**config.mk**
```make
export PLATFORM = sky130hd
export DESIGN_NAME = conv_input_loader
export DESIGN_NICKNAME = d
export VERILOG_FILES = /design/src/rtl/conv_input_loader.sv
export SDC_FILE = /design/constraint.sdc
export NUM_CORES = 1
export LEC_CHECK = 0
export CAP_MARGIN = 20
export CORE_MARGIN = 8
export CORE_UTILIZATION = 56
export CTS_CLUSTER_DIAMETER = 60
export DETAILED_ROUTE_END_ITERATION = 6
export DONT_BUFFER_PORTS = 1
export GPL_TIMING_DRIVEN = 0
export MAX_ROUTING_LAYER = met4
export PLACE_DENSITY = 0.74
export SLEW_MARGIN = 40
export SYNTH_ARGS = -nofsm -noshare
export SYNTH_HDL_FRONTEND = slang
export SYNTH_SLANG_ARGS = --single-unit
```
**constraint.sdc**
```tcl
create_clock -name clock -period 2.5 [get_ports clock]
set_input_delay 0.75 -clock clock [delete_from_list [all_inputs] [get_ports clock]]
set_output_delay 0.75 -clock clock [all_outputs]
set_load 0.02 [all_outputs]
```
**src/rtl/conv_input_loader.sv**
```systemverilog
// ---------------------------------------------------------------------------
// conv_input_loader
//
// Purpose:
//   Streams one input window (NUM_SR_ROWS x RAM_SR_DEPTH pixels) out of the
//   input RAM into the convolution shift-register bank, then kicks the
//   convolution FSM with a one-cycle input_start pulse and waits for its
//   conv_done pulse. One frame is processed per frame_req.
//
//   State flow: IDLE -> FETCH -> DRAIN -> START -> WAIT -> DONE -> IDLE
//   An abort in any non-IDLE state returns straight to IDLE without a
//   frame_done pulse.
//
// Optional feature (compile-time macro):
//   CONV_LOADER_TIMEOUT_EN - adds a watchdog in WAIT. After TIMEOUT_CYCLES
//   cycles without conv_done the loader sets the sticky o_timeout_err flag
//   and returns to IDLE. Without the macro WAIT lasts indefinitely and
//   o_timeout_err is tied low.
//
// Ports:
//   clock             in   rising-edge clock
//   reset             in   asynchronous, active-low reset
//   i_frame_req       in   start a frame (sampled only in IDLE)
//   i_frame_base_addr in   RAM address of first pixel, latched with frame_req
//   i_abort           in   cancel the current frame
//   o_ram_rd_en       out  RAM read strobe
//   o_ram_addr        out  RAM read address (base + idx, wraps silently)
//   i_ram_rd_data     in   RAM read data, valid one cycle after o_ram_rd_en
//   o_sr_load_valid   out  shift one pixel into the SR bank
//   o_sr_load_data    out  pixel to shift in (0 when o_sr_load_valid is 0)
//   o_input_start     out  one-cycle start pulse to the conv FSM
//   i_conv_done       in   completion pulse from the conv FSM
//   o_busy            out  high in every state except IDLE
//   o_frame_done      out  one-cycle pulse, frame completed normally
//   o_timeout_err     out  sticky watchdog flag
// ---------------------------------------------------------------------------
module conv_input_loader #(
  parameter int DATA_WIDTH     = 8,
  parameter int ADDR_WIDTH     = 16,
  parameter int RAM_SR_DEPTH   = 4,
  parameter int NUM_SR_ROWS    = 4,
  parameter int TIMEOUT_CYCLES = 1024
) (
  input  logic                  clock,
  input  logic                  reset,
  input  logic                  i_frame_req,
  input  logic [ADDR_WIDTH-1:0] i_frame_base_addr,
  input  logic                  i_abort,
  output logic                  o_ram_rd_en,
  output logic [ADDR_WIDTH-1:0] o_ram_addr,
  input  logic [DATA_WIDTH-1:0] i_ram_rd_data,
  output logic                  o_sr_load_valid,
  output logic [DATA_WIDTH-1:0] o_sr_load_data,
  output logic                  o_input_start,
  input  logic                  i_conv_done,
  output logic                  o_busy,
  output logic                  o_frame_done,
  output logic                  o_timeout_err
);

  // Window size; the design assumes TOTAL >= 2 so FETCH has a distinct last index.
  localparam int TOTAL = NUM_SR_ROWS * RAM_SR_DEPTH;
  localparam int IDX_W = $clog2(TOTAL) + 1;
  localparam logic [IDX_W-1:0] LAST_IDX = IDX_W'(TOTAL - 1);

  typedef enum logic [2:0] {
    S_IDLE  = 3'd0,
    S_FETCH = 3'd1,
    S_DRAIN = 3'd2,
    S_START = 3'd3,
    S_WAIT  = 3'd4,
    S_DONE  = 3'd5
  } state_t;

  state_t                r_state;
  state_t                w_next_state;
  logic [ADDR_WIDTH-1:0] r_base;
  logic [IDX_W-1:0]      r_idx;
  logic                  r_sr_valid;
  logic                  w_timeout;

  // State register. Reset discards any frame in flight.
  always_ff @(posedge clock or negedge reset) begin
    if (!reset) begin
      r_state <= S_IDLE;
    end else begin
      r_state <= w_next_state;
    end
  end

  // Next-state logic. Abort is applied last so it overrides conv_done and
  // the watchdog when they land in the same cycle.
  always_comb begin
    w_next_state = r_state;
    case (r_state)
      S_IDLE: begin
        if (i_frame_req) begin
          w_next_state = S_FETCH;
        end
      end
      S_FETCH: begin
        if (r_idx == LAST_IDX) begin
          w_next_state = S_DRAIN;
        end
      end
      S_DRAIN: w_next_state = S_START;
      S_START: w_next_state = S_WAIT;
      S_WAIT: begin
        if (i_conv_done) begin
          w_next_state = S_DONE;
        end else if (w_timeout) begin
          w_next_state = S_IDLE;
        end
      end
      S_DONE:  w_next_state = S_IDLE;
      default: w_next_state = S_IDLE;
    endcase
    if (i_abort && (r_state != S_IDLE)) begin
      w_next_state = S_IDLE;
    end
  end

  // Base address is captured only when a frame is accepted, so the input
  // may change freely while the frame runs. idx counts reads in FETCH.
  always_ff @(posedge clock or negedge reset) begin
    if (!reset) begin
      r_base <= '0;
      r_idx  <= '0;
    end else if ((r_state == S_IDLE) && i_frame_req) begin
      r_base <= i_frame_base_addr;
      r_idx  <= '0;
    end else if (r_state == S_FETCH) begin
      r_idx <= r_idx + IDX_W'(1);
    end
  end

  // Load strobe follows the read strobe by one cycle, matching the RAM
  // read latency. An abort kills the pending strobe so nothing is shifted
  // in the cycle after the abort.
  always_ff @(posedge clock or negedge reset) begin
    if (!reset) begin
      r_sr_valid <= 1'b0;
    end else begin
      r_sr_valid <= (r_state == S_FETCH) && !i_abort;
    end
  end

  // Output decode from the current state.
  always_comb begin
    o_ram_rd_en   = 1'b0;
    o_ram_addr    = '0;
    o_input_start = 1'b0;
    o_frame_done  = 1'b0;
    o_busy        = (r_state != S_IDLE);
    case (r_state)
      S_FETCH: begin
        o_ram_rd_en = 1'b1;
        o_ram_addr  = r_base + ADDR_WIDTH'(r_idx);
      end
      S_START: o_input_start = 1'b1;
      S_DONE:  o_frame_done  = !i_abort;
      default: ;
    endcase
  end

  // Data is forced to zero outside a load so the SR bank never sees stale
  // RAM output.
  assign o_sr_load_valid = r_sr_valid;
  assign o_sr_load_data  = r_sr_valid ? i_ram_rd_data : '0;

`ifdef CONV_LOADER_TIMEOUT_EN
  localparam int CNT_W = $clog2(TIMEOUT_CYCLES + 1);

  logic [CNT_W-1:0] r_wait_cnt;
  logic             r_timeout_err;

  // Counts cycles spent in WAIT; restarts from zero on every entry.
  always_ff @(posedge clock or negedge reset) begin
    if (!reset) begin
      r_wait_cnt <= '0;
    end else if ((r_state == S_WAIT) && (w_next_state == S_WAIT)) begin
      r_wait_cnt <= r_wait_cnt + CNT_W'(1);
    end else begin
      r_wait_cnt <= '0;
    end
  end

  // Fires on the TIMEOUT_CYCLES-th WAIT cycle.
  assign w_timeout = (r_state == S_WAIT) &&
                     (r_wait_cnt == CNT_W'(TIMEOUT_CYCLES - 1));

  // Sticky error: only a reset clears it. conv_done or abort on the
  // timeout cycle take precedence and leave the flag clear.
  always_ff @(posedge clock or negedge reset) begin
    if (!reset) begin
      r_timeout_err <= 1'b0;
    end else if (w_timeout && !i_conv_done && !i_abort) begin
      r_timeout_err <= 1'b1;
    end
  end

  assign o_timeout_err = r_timeout_err;
`else
  logic w_unused_timeout_cfg;

  assign w_timeout            = 1'b0;
  assign o_timeout_err        = 1'b0;
  assign w_unused_timeout_cfg = (TIMEOUT_CYCLES != 0);
`endif

endmodule

```
# Word level (Yosys, flattened, before mapping)
# Cells that the tools add are included.
[word_totals]
memories = 0
ff_bits = 25
rom_bits = 0
word_cells = 35
latch_bits = 0
out_inout_bits = 30
ramBits = 0
[classes]
div = 0
n_eq_ne = 9
bitwise = 0
shift = 0
n_lt_le_gt_ge = 0
n_addsub = 2
multipliers = 0
n_reduce_logical = 8
muxes = 12
[op_table]
columns = ["op", "n"]
rows = [
  ["adder 16 x 5 -> 16 bit", 1],
  ["two-way mux 16 bit", 1],
  ["one-hot mux 3 bit (5 select lines)", 1],
  ["two-way mux 3 bit", 4],
  ["two-way mux 5 bit", 2],
  ["!= test 3 bit, second input constant", 3],
  ["two-way mux 8 bit", 1],
  ["equality test 3 x 2 -> 1 bit, second input constant", 2],
  ["equality test 3 bit, second input constant", 2],
  ["adder 5 x 1 -> 5 bit, second input constant", 1],
  ["equality test 5 x 4 -> 1 bit, second input constant", 1],
  ["equality test 3 x 1 -> 1 bit, second input constant", 1],
  ["logical AND 1 bit", 3],
  ["zero test 3 bit", 1],
  ["two-way mux 1 bit", 3],
  ["AND reduction 3 bit", 1],
  ["nonzero test 3 bit", 1],
  ["nonzero test 2 bit", 1],
  ["zero test 1 bit", 1],
]

# Depth between registers and ports, before layout
# Gate-level depths: netlist of run 1.
[depth]
depth_word = 4
depth_mapped = 8
depth_no_buf = 8

# Least setup slack after synthesis of run 1
# No wires, ideal clock.
[synth_timing]
path_kind = "register -> output"
startpoint = "register r_idx[0]"
endpoint = "output port o_ram_addr[10]"
path_slack_ns = -0.200
t_arrival_ns = 1.950
path_stages_with_launch = 9
n_path_buf = 0
required_time_ns = 1.750
cell_sequence = "dfrtp_1 > ha_1 > inv_1 > fa_1 > nor2b_4 > o31a_1 > o2111ai_2 > xor2_1 > nor2_1"
[synth_via]
elab_chain_cells = 2
[synth_lines]
columns = ["element", "line", "source"]
rows = [
  ["start, declared", "78", "logic [IDX_W-1:0] r_idx;"],
  ["start signal, assigned", "133", "r_idx <= r_idx + IDX_W'(1);"],
  ["adder 16 x 5 -> 16 bit", "158", "o_ram_addr = r_base + ADDR_WIDTH'(r_idx);"],
  ["two-way mux 16 bit", "155", "case (r_state)"],
  ["end, declared", "50", "output logic [ADDR_WIDTH-1:0] o_ram_addr,"],
]
# No other way between the ends.

# Worst setup path after layout of run 1
# Same ends and word-level chain as after synthesis.

==> results of run 1 <==
path summary, 6_finish.rpt:
path / endpoint / from / cells past startpoint
max: o_ram_addr[10] / r_idx[0] / 8
min: r_base[15] / reset / 0
max reg2reg: r_state[1] / r_idx[0] / 7
min reg2reg: r_base[4] / r_base[4] / 1
max in group asynchronous: r_base[9] / reset / 0
min in group clock: r_state[2] / i_abort / 1
routing by layer:
metal  global-route usage (%)  wire length, um  part of all wire [%]  vias to the layer above
met4                     4.69               59                   1.5                        0
met5                        -                0                     0                        -
met1                     19.3             1670                    43                      601
met3                     5.51              323                   8.2                        7
li1                         -                -                     -                      586
met2                     26.9             1860                    48                       54
state kept, by name (all words and copies together), names as in the netlist:
signal / cells
r_base: 16
r_idx: 5
r_state: 3
o_sr_load_valid: 1
power by group:
group	internal [W]	total (W)	switching, W
clock	0.0000627	0.000187	0.000124
sequential	0.000497	0.000600	0.000104
combinational	0.000416	0.000943	0.000527
total	0.000975	0.00173	0.000755
per-stage QoR:
step	worst slack [ns]	hold WS, ns
floorplan	-0.0911	0.454
global placement	-0.263	0.455
detailed placement	-0.277	0.455
CTS	-0.532	0.0844
global route	-0.643	0.0659
finish	-0.521	0.0911
cells in the final DEF (no fill, tap or decap), types with 2 or more instances in the layout:
| cell type | instances |
|---|---|
| nor2_4 | 2 |
| nor2_1 | 11 |
| xor2_1 | 12 |
| nor3_4 | 2 |
| and3_2 | 3 |
| nand3_2 | 2 |
| buf_6 | 3 |
| buf_2 | 2 |
| inv_1 | 3 |
| inv_2 | 2 |
| a211oi_4 | 2 |
| ha_4 | 4 |
| o211ai_1 | 2 |
| ha_1 | 3 |
| nor2b_1 | 2 |
| mux2_2 | 15 |
| a21oi_1 | 4 |
| buf_4 | 12 |
| and3_1 | 2 |
| and2_1 | 8 |
| nor2_2 | 12 |
| o21ai_0 | 3 |
| o21a_1 | 2 |
| nand4_1 | 3 |
| nand2_1 | 5 |
| dfrtp_1 | 25 |
| clkbuf_4 | 3 |
| nor3_1 | 2 |
| o2111ai_2 | 2 |
worst max-delay path, cell delays in order, from the launching register on:
cell and delay, ns:
dfrtp_1 0.42, ha_4 0.16, inv_2 0.03, fa_2 0.35, nor2b_4 0.14, o31a_1 0.26
o2111ai_2 0.17, xor2_1 0.19, nor2_2 0.21
cells in the mapped netlist (2+ instances only):
cell type,number
and2_1,8
mux2_2,15
o21a_1,2
o21ai_0,4
nand3_1,2
o211ai_1,2
nand2_1,5
and3_1,2
nor2b_1,2
buf_6,2
xor2_1,13
nand4_1,3
buf_2,2
nor3_1,3
a21oi_1,4
inv_1,4
and3_2,3
ha_1,7
nor2_1,24
a211oi_1,3
buf_4,3
dfrtp_1,25
repair_timing:
item                                    in CTS  in global routing
buffers inserted                             7                  2
hold endpoints to repair                     0                  0
endpoints found under the setup margin      15                 15
pin swaps                                   17                 13
resized for setup                           25                  8
logic make-up (layout without fill, tap and decap cells):
group	Yosys count	in the layout	share of synthesized area (%)
and+or+nand+nor	62	62	21.2
xor gates and xnor gates	14	14	7.49
buffers and inverters	13	26	4.74
AOI/OAI and AO/OA	24	24	10.7
other	1	1	0.229
muxes	16	16	10.9
DFF	25	25	38.2
adders and majority gates	8	8	6.57
final cells by class:
type	count	area [um^2]
buffer	8	62.6
multi-input combinational	125	1110
sequential	25	626
tap	31	38.8
clock buffer	4	26.3
fill	200	802
timing repair buffer	9	71.3
inverter	5	18.8
==> flow_summary_export.csv, run 1 <==
group,metric,value,unit
outcome,status,"finished with violations",
outcome,failed_checks,"negative setup slack",
floorplan,rows,19,
cells_and_area,final_layout_size_suffix_gt1_share,42.6,%
worst_setup_path,cp_data_arrival_time,2.27,ns
timing,tightestPinTransition,0.664,ns
yosys,synth-async-reset-ratio,100,%
yosys,syn_inst,163,
timing,setup_viol,14,
yosys,synth_top_area_cell,"dfrtp_1",
worst_setup_path,crit_type,"reg2out",
timing,fmaxAchievable,331,MHz
cells_and_area,final_cells,207,
hold_path,hold_class,"in2async",
grt,grt.total_usage,16.7,%
clocking,hold_buffers,0,
cells_and_area,utilization,70.9,%
detailed_routing,drtAntennaViolNets,0,
timing,relSlewSlack,55.4,%
detailed_routing,dr.pass1.iters,5,
detailed_routing,drt-initial-drc-count,38,
timing,grt_setup_unrepaired,"yes",
cells_and_area,antenna_cells,0,
placement,hpwl,2940,um
worst_setup_path,reg2reg_slack,0.87,ns
cells_and_area,fin_area,1960,um^2
timing,fin_crit_sh,121,%
yosys,synth_edf_count,0,
grt,grt_max_degree,26,
yosys,yosysUniqueCellTypes,47,
yosys,avgSynthCellArea,10.0,um^2
clocking,cts_made_buffers,3,
grt,grt_pass1_vias,1272,
timing,fin_skew,0.00248,ns
power_and_ir_drop,finalPower,0.00173,W
floorplan,start_util,59.4,%
clocking,clk_latency,0.33,ns
timing,fin_tns_setup,-4.75,ns
worst_setup_path,end_kind,"output port",
floorplan,ios,59,
placement,gp_congestion,0.811,
grt,grt_pass1_wl,6590,um
job,maxCapViolations,0,
detailed_routing,routedWlPerCell,18.9,um
yosys,synth.top_cells.by_area,"dfrtp_1, mux2_2, xor2_1",
yosys,yosysWarnings,0,
cells_and_area,syn2layout_area_growth,19.4,%
detailed_routing,vias_per_cell,6.03,
worst_setup_path,critPathMaxFanout,6,
floorplan,die_y,70.1,um
yosys,synth_seq_area_share,38.2,%
grt,antenna_found_initial,0,
placement,dpl_cell_area,1700,um^2
detailed_routing,vias,1248,
timing,drv_slew,0,
timing,min_period,3.02,ns
power_and_ir_drop,leakagePower,0.791,nW
worst_setup_path,worstPathRequired,1.75,ns
yosys,netlist_area,1640,um^2
clocking,htreeDepth,1,
detailed_routing,drcViolationCount,0,
timing,setup_slack,-0.521,ns
detailed_routing,drt-total-wl,3920,um
yosys,synth_nets,200,
clocking,clk_pin_slew_worst_paths,0.13,ns
timing,report.final.hold_viol_count,0,
yosys,synth_seq_cells,25,
clocking,ctsLongestPathBuffers,2,
clocking,clock-root-buffer,"clkbuf_4",
worst_setup_path,start_kind,"flip-flop",
clocking,cts_tree,"built",
floorplan,core_area,2760,um^2
yosys,synth_top_area_share,38.2,%
power_and_ir_drop,powerDensity,885,nW/um^2
floorplan,dieArea,4910,um^2
cells_and_area,final_net_count,214,
placement,dp.cells,194,
floorplan,chipWidth,70.1,um
clocking,cts_sinks,25,
placement,portBuffers,0,
grt,overflow,0,
power_and_ir_drop,ir_worst_vdd,0.778,mV
yosys,synth_ff_type,"dfrtp_1",
Note: power is estimated with default switching activity, not from simulation.
==> run 2: changes to the inputs <==
--- a/config.mk
+++ b/config.mk
@@ -6,7 +6,6 @@
 export NUM_CORES = 1
 export LEC_CHECK = 0
 export CAP_MARGIN = 20
-export CORE_MARGIN = 8
 export CORE_UTILIZATION = 56
 export CTS_CLUSTER_DIAMETER = 60
 export DETAILED_ROUTE_END_ITERATION = 6
@@ -14,6 +13,7 @@
 export GPL_TIMING_DRIVEN = 0
 export MAX_ROUTING_LAYER = met4
 export PLACE_DENSITY = 0.74
+export SETUP_SLACK_MARGIN = 0.2
 export SLEW_MARGIN = 40
 export SYNTH_ARGS = -nofsm -noshare
 export SYNTH_HDL_FRONTEND = slang
==> flow_summary_export.csv, run 2 (synthesized netlist as in run 1, its figures left out) <==
group,metric,value,unit
timing,setup_slack,-0.560,ns
floorplan,start_util,59.4,%
timing,tightestPinTransition,0.678,ns
cells_and_area,fill_cells,196,
clocking,clock-root-buffer,"clkbuf_4",
cells_and_area,antenna_cells,0,
timing,grt_setup_unrepaired,"yes",
cells_and_area,final_common_cell,"dfrtp_1",
cells_and_area,syn2layout_area_growth,18.3,%
worst_setup_path,r2r_cells,7,
hold_path,hold_class,"in2async",
timing,holdWs,0.0902,ns
detailed_routing,vias,1260,
worst_setup_path,cp_data_arrival_time,2.31,ns
floorplan,core_area,2760,um^2
worst_setup_path,worstPathRequired,1.75,ns
timing,report.final.hold_viol_count,0,
placement,hpwl,2620,um
clocking,clk_latency,0.33,ns
placement,portBuffers,0,
power_and_ir_drop,leakagePower,0.788,nW
cells_and_area,final_net_count,213,
detailed_routing,routedWlPerCell,17.8,um
cells_and_area,final_layout_size_suffix_gt1_share,41.1,%
placement,gp_congestion,0.767,
worst_setup_path,r2r-end,"r_state[1]",
clocking,clk_pin_slew_worst_paths,0.14,ns
detailed_routing,dr.pass1.iters,4,
detailed_routing,drtAntennaViolNets,0,
worst_setup_path,worst_r2r_startpoint,"r_idx[0]",
power_and_ir_drop,powerDensity,881,nW/um^2
worst_setup_path,start_kind,"flip-flop",
outcome,failed_checks,"negative setup slack",
detailed_routing,drt-initial-drc-count,34,
timing,fin_crit_sh,122,%
job,maxCapViolations,0,
timing,fin_skew,0.00551,ns
worst_setup_path,critPathMaxFanout,6,
grt,grt.total_usage,24.7,%
cells_and_area,mostFrequentLayoutCells,"dfrtp_1, mux2_2, nor2_2, xor2_1, nor2_1",
grt,grt_pass1_wl,5840,um
cells_and_area,regMostFlops,"r_base",
placement,dp.cells,194,
floorplan,ios,59,
grt,overflow,0,
worst_setup_path,end_kind,"output port",
floorplan,chipWidth,56.1,um
grt,grt_pass1_vias,1243,
cells_and_area,largest_reg_flops,16,
detailed_routing,drcViolationCount,0,
timing,min_period,3.06,ns
cells_and_area,reg_top3,"r_base: 16 flops, r_idx: 5 flops, r_state: 3 flops",
worst_setup_path,crit_type,"reg2out",
clocking,cts_sinks,25,
worst_setup_path,reg2reg_slack,0.88,ns
detailed_routing,vias_per_cell,6.12,
timing,relSlewSlack,54.4,%
grt,antenna_found_initial,0,
outcome,status,"finished with violations",
floorplan,rows,19,
grt,grt_max_degree,26,
clocking,ctsLongestPathBuffers,2,
clocking,htreeDepth,1,
timing,fmaxAchievable,327,MHz
floorplan,dieArea,3140,um^2
power_and_ir_drop,ir_worst_vdd,0.772,mV
floorplan,die_y,56.1,um
timing,setup_viol,14,
detailed_routing,drt-total-wl,3680,um
clocking,cts_made_buffers,3,
timing,drv_slew,0,
clocking,cts_tree,"built",
cells_and_area,final_cells,206,
==> run 2: worst max path at each step <==
stage / slack, ns / to / cells after the start / startpoint
after floorplan: -0.09 / o_ram_addr[10] / 8 / r_idx[0]
after global placement: -0.24 / o_ram_addr[10] / 8 / r_idx[0]
after detailed placement: -0.29 / o_ram_addr[10] / 8 / r_idx[0]
after CTS: -0.52 / o_ram_addr[14] / 8 / r_idx[0]
after global routing: -0.70 / o_ram_addr[12] / 7 / r_base[1]
final: -0.56 / o_ram_addr[10] / 8 / r_idx[0]
==> run 2: metal layers <==
metal / track usage, % / part of all wire [%]
met1: 30.8 / 43
met2: 41.3 / 50
met4: 6.97 / 1.1
met3: 4.65 / 6.1
met5: - / 0
==> run 2: timing repair <==
item | in CTS | in global routing
pin swaps | 12 | 23
hold buffers | 0 | 0
endpoints found under the setup margin | 16 | 15
resized for setup | 12 | 13
buffers inserted | 4 | 4
==> run 2: power by group <==
group	switching [W]	internal [W]
logic	0.000522	0.000399
registers	0.000103	0.000497
clock network	0.000124	0.0000626
total	0.000749	0.000958
==> run 2: final cells by class <==
cell class | count | area [um^2] | share of cell area, %
Inverter | 5 | 18.8 | 0.969
Multi-Input combinational cell | 125 | 1090 | 56.5
Sequential cell | 25 | 626 | 32.3
Buffer | 8 | 70.1 | 3.62
Tap cell | 31 | 38.8 | 2.00
Clock buffer | 4 | 26.3 | 1.36
Timing Repair Buffer | 8 | 63.8 | 3.29
==> run 2: per-stage QoR <==
stage	setup TNS (ns)	cell area, um^2	power [W]	utilization [%]	setup slack, ns
floorplan	-0.371	1680	0.00116	-	-0.0911
global placement	-1.31	1710	0.00125	62.2	-0.237
detailed placement	-1.53	1710	0.00129	62.2	-0.295
CTS	-4.77	1840	0.00157	66.6	-0.523
global route	-6.70	1940	0.00182	70.2	-0.696
finish	-5.16	1940	0.00171	70.2	-0.560
==> run 2: critical path, stage by stage (launching register included) <==
cell and delay (ns):
dfrtp_1 0.39, ha_2 0.20, inv_2 0.04, fa_2 0.36, nor2b_4 0.16, o31a_1 0.28
o2111ai_2 0.15, xor2_1 0.18, nor2_2 0.24
==> run 3: changes to the inputs <==
--- a/config.mk
+++ b/config.mk
@@ -18,3 +18,4 @@
 export SYNTH_ARGS = -nofsm -noshare
 export SYNTH_HDL_FRONTEND = slang
 export SYNTH_SLANG_ARGS = --single-unit
+export TNS_END_PERCENT = 30
==> flow_summary_export.csv, run 3 (synthesized netlist as in run 1, its figures left out) <==
group,metric,value,unit
timing,fin_crit_sh,122,%
cells_and_area,reg_top3,"r_base: 16 flops, r_idx: 5 flops, r_state: 3 flops",
detailed_routing,vias_per_cell,6.01,
worst_setup_path,max_stage_delay,0.39,ns
timing,relSlewSlack,55.5,%
worst_setup_path,crit_path_top_delay_cell,"dfrtp_1",
timing,report.final.hold_viol_count,0,
cells_and_area,mostFrequentLayoutCells,"dfrtp_1, mux2_2, xor2_1",
grt,overflow,0,
worst_setup_path,reg2reg_slack,0.93,ns
outcome,status,"finished with violations",
detailed_routing,drtAntennaViolNets,0,
power_and_ir_drop,ir_worst_vdd,0.569,mV
clocking,htreeDepth,1,
floorplan,rows,19,
floorplan,ios,59,
worst_setup_path,worstPathRequired,1.75,ns
clocking,ctsLongestPathBuffers,2,
worst_setup_path,worst_r2r_startpoint,"r_state[2]",
worst_setup_path,crit_type,"reg2out",
cells_and_area,multi_input_area,1010,um^2
clocking,clk_pin_slew_worst_paths,0.15,ns
cells_and_area,syn2layout_area_growth,10.8,%
detailed_routing,drt-initial-drc-count,40,
power_and_ir_drop,leakagePower,0.755,nW
cells_and_area,fill_cells,232,
cells_and_area,final_common_cell,"dfrtp_1",
grt,antenna_found_initial,0,
clocking,clk_latency,0.33,ns
worst_setup_path,critical_path.cell_chain,"ha_2 -> inv_2 -> fa_2 -> nor2b_4 -> o31a_1 -> o2111ai_2 -> xor2_1 -> nor2_2",
cells_and_area,final_layout_size_suffix_gt1_share,35.3,%
worst_setup_path,critPathBufInv,1,
grt,grt.total_usage,24.1,%
worst_setup_path,cp_top_family,"adder cells",
floorplan,dieArea,3140,um^2
cells_and_area,antenna_cells,0,
worst_setup_path,r2r-end,"r_base[13]",
clocking,cts_made_buffers,3,
worst_setup_path,cp_data_arrival_time,2.30,ns
timing,setup_viol,14,
floorplan,core_area,2760,um^2
clocking,hold_buffers,0,
timing,min_period,3.05,ns
clocking,clock-root-buffer,"clkbuf_4",
detailed_routing,drcViolationCount,0,
placement,hpwl,2630,um
worst_setup_path,start_kind,"flip-flop",
timing,drv_slew,0,
power_and_ir_drop,powerDensity,858,nW/um^2
grt,grt_max_degree,26,
timing,grt_setup_unrepaired,"yes",
floorplan,start_util,59.4,%
cells_and_area,seq_area,626,um^2
detailed_routing,vias,1208,
job,maxCapViolations,0,
detailed_routing,routedWlPerCell,17.3,um
timing,tightestPinTransition,0.663,ns
detailed_routing,drt-total-wl,3480,um
placement,gp_congestion,0.794,
clocking,cts_sinks,25,
worst_setup_path,critPathMaxFanout,6,
grt,grt_pass1_vias,1236,
clocking,cts_tree,"built",
cells_and_area,largest_reg_flops,16,
cells_and_area,regMostFlops,"r_base",
timing,fmaxAchievable,328,MHz
timing,setup_slack,-0.546,ns
floorplan,die_y,56.1,um
floorplan,chipWidth,56.1,um
timing,fin_skew,0.00308,ns
outcome,failed_checks,"negative setup slack",
hold_path,hold_class,"in2async",
worst_setup_path,r2r_cells,5,
detailed_routing,dr.pass1.iters,4,
power_and_ir_drop,finalPower,0.00156,W
placement,portBuffers,0,
cells_and_area,final_net_count,208,
worst_setup_path,end_kind,"output port",
timing,holdWs,0.0878,ns
grt,grt_pass1_wl,5750,um
run 3: changes by cell type in the layout (fill, tap and decap cells not counted), sizes merged:
| cell | change |
|---|---|
| buf | -6 |
| clkinvlp | +1 |
run 3: metrics by stage:
stage	utilization (%)	setup WS, ns	instance area [um^2]	TNS [ns]	instances
detailed placement	61.4	-0.315	1690	-1.67	194
floorplan	-	-0.0911	1660	-0.371	163
global placement	61.4	-0.233	1690	-1.27	194
finish	65.8	-0.546	1810	-4.92	201
global route	65.8	-0.656	1810	-6.45	201
CTS	65.1	-0.554	1790	-5.30	200
run 3: where the power goes:
group | switching, W | total, W | internal, W
combinational | 0.000459 | 0.000770 | 0.000311
clock | 0.000131 | 0.000192 | 0.0000613
sequential | 0.0000974 | 0.000594 | 0.000497
total | 0.000687 | 0.00156 | 0.000869
run 3: what timing repair did:
action                     in CTS  in global routing
pin swaps                       9                  4
buffers inserted                2                  1
gates cloned                    0                  0
gates resized for setup        17                  2
setup endpoints to repair      16                 15
run 3: area by class of cell:
| type | count | share of cell area [%] |
|---|---|---|
| clock inverter | 1 | 0.414 |
| buffer | 8 | 3.79 |
| sequential | 25 | 34.5 |
| tap | 31 | 2.14 |
| clock buffer | 3 | 1.24 |
| timing repair buffer | 3 | 1.24 |
| multi-input combinational | 125 | 55.7 |
| inverter | 5 | 1.03 |
run 3: how the worst max path moves through the flow:
stage | from | endpoint | depth (start not counted)
floorplan | r_idx[0] | o_ram_addr[10] | 8
global placement | r_idx[0] | o_ram_addr[4] | 6
detailed placement | r_idx[0] | o_ram_addr[10] | 8
CTS | r_idx[0] | o_ram_addr[10] | 8
global route | r_idx[0] | o_ram_addr[10] | 8
finish | r_idx[0] | o_ram_addr[10] | 8
run 3: metal layers:
layer | vias up | wire length, um | track usage, %
met5 | - | 0 | -
li1 | 578 | - | -
met4 | 0 | 48 | 8.01
met2 | 50 | 1760 | 40.1
met3 | 6 | 189 | 3.26
met1 | 574 | 1480 | 30.4
==> patch, RTL diff (config.mk and constraints of run 2) <==
Add a define of `CONV_LOADER_TIMEOUT_EN`.
--- a/src/rtl/conv_input_loader.sv
+++ b/src/rtl/conv_input_loader.sv
@@ -34,6 +34,8 @@
 //   o_frame_done      out  one-cycle pulse, frame completed normally
 //   o_timeout_err     out  sticky watchdog flag
 // ---------------------------------------------------------------------------
+`define CONV_LOADER_TIMEOUT_EN
+
 module conv_input_loader #(
   parameter int DATA_WIDTH     = 8,
   parameter int ADDR_WIDTH     = 16,
Function: same outputs for any inputs over 10 cycles, from zero or initial values and one cycle with reset low; that may be too few to reach the edited logic, so the function may still have changed.
==> patch against run 2 <==
Cell count up 50%; sequential cell count up 12; power up 75%; critical endpoint unchanged; wire length up 83%; the flow still finishes with violations (negative setup slack); setup slack better by 33 ps; combinational power up 66%; synthesized area up 35%; sequential power up 39%; design area up 60%.
==> patch: results <==
yosys:
  ys_top_cells_by_area: "dfrtp_1, mux2_2, ha_1, nor2_1, and2_1"
  synth_cell_types: 48
  seq_area_frac_synth_pct: 41.8
  synthTopCellsByCount: "dfrtp_1, nor2_1, nand2_1"
  syn_area_per_cell_um2: 9.76
  syn-num-nets: 265
placed_design:
  routabilityCongestion: 0.793
  dp_hpwl_mm: 3.44
  dpl-instance-area_um2: 2390
cts:
  path_clk_slew_ps: 80
  clk_latency_ps: 310
  cts_root_buffer: "clkbuf_8"
  htreeDepth: 2
worst_setup_path:
  cp.arrival_ps: 2280
  crit_path_start: "r_base[0]"
  r2r_slack_ps: 600
sta:
  finalSetupViolations: 13
  skew_ps: 10.8
  final.setup.worst_slack_ps: -527
  tightest_slew_ps: 561
power:
  seqPwrFrac_pct: 27.8
  pwr_density_cell_nw_per_um2: 964
  static-leakage-power_nw: 1.26
  ir_drop_uv: 690
  clkPwrFrac_pct: 21.0
route:
  wl_per_cell_um: 21.8
  dr_wl_met2_mm: 3.51
  first_iter_violations: 232
cells_and_area:
  comb.multi_input.count: 174
  final-clk-cell-share_pct: 4.31
  seq_cells: 37
  n_all_buffers: 32
  top_regs: "r_base (16), r_wait_cnt (11), r_idx (5)"
  clock_buffers: 5
  signal_buffer_area_fraction_pct: 10.3
  drive_above_1_share_pct: 45.4
run_status:
  status: "finished with violations"
  violations: "negative setup slack"
global_route:
  track_usage_pct: 28.0
  grt_max_degree: 38
==> patch: cell count changes after synthesis, moves of 4 or more <==
cell / before / now
dfrtp_1: 25 / 37
xnor2_1: 1 / 6
xor2_1: 13 / 7
a21oi_1: 4 / 10
nand2_1: 5 / 18
inv_1: 4 / 8
o21ai_0: 4 / 10
==> patch: worst register-to-register path, cell delays in order, from the launching register on <==
cell and delay (ps):
dfrtp_1 370, buf_6 130, buf_4 130, or3_4 420, nor2_4 180, buf_6 190, mux2_2 370
==> patch: kinds of logic (layout without fill, tap and decap cells) <==
group	count (synthesis)	count (layout)	synth area share, %
and+or+nand+nor	94	94	23.3
AOI/OAI and AO/OA	41	42	11.9
DFF	37	37	41.8
buffers and inverters	17	49	4.46
muxes	16	16	8.02
xor gates and xnor gates	13	13	5.14
adders and majority gates	9	9	5.42
==> patch: what timing repair did <==
item / CTS / global route
gates resized for setup: 34 / 39
cloned: 2 / 0
buffers inserted: 10 / 13
pin swaps: 12 / 21
endpoints found under the setup margin: 17 / 16
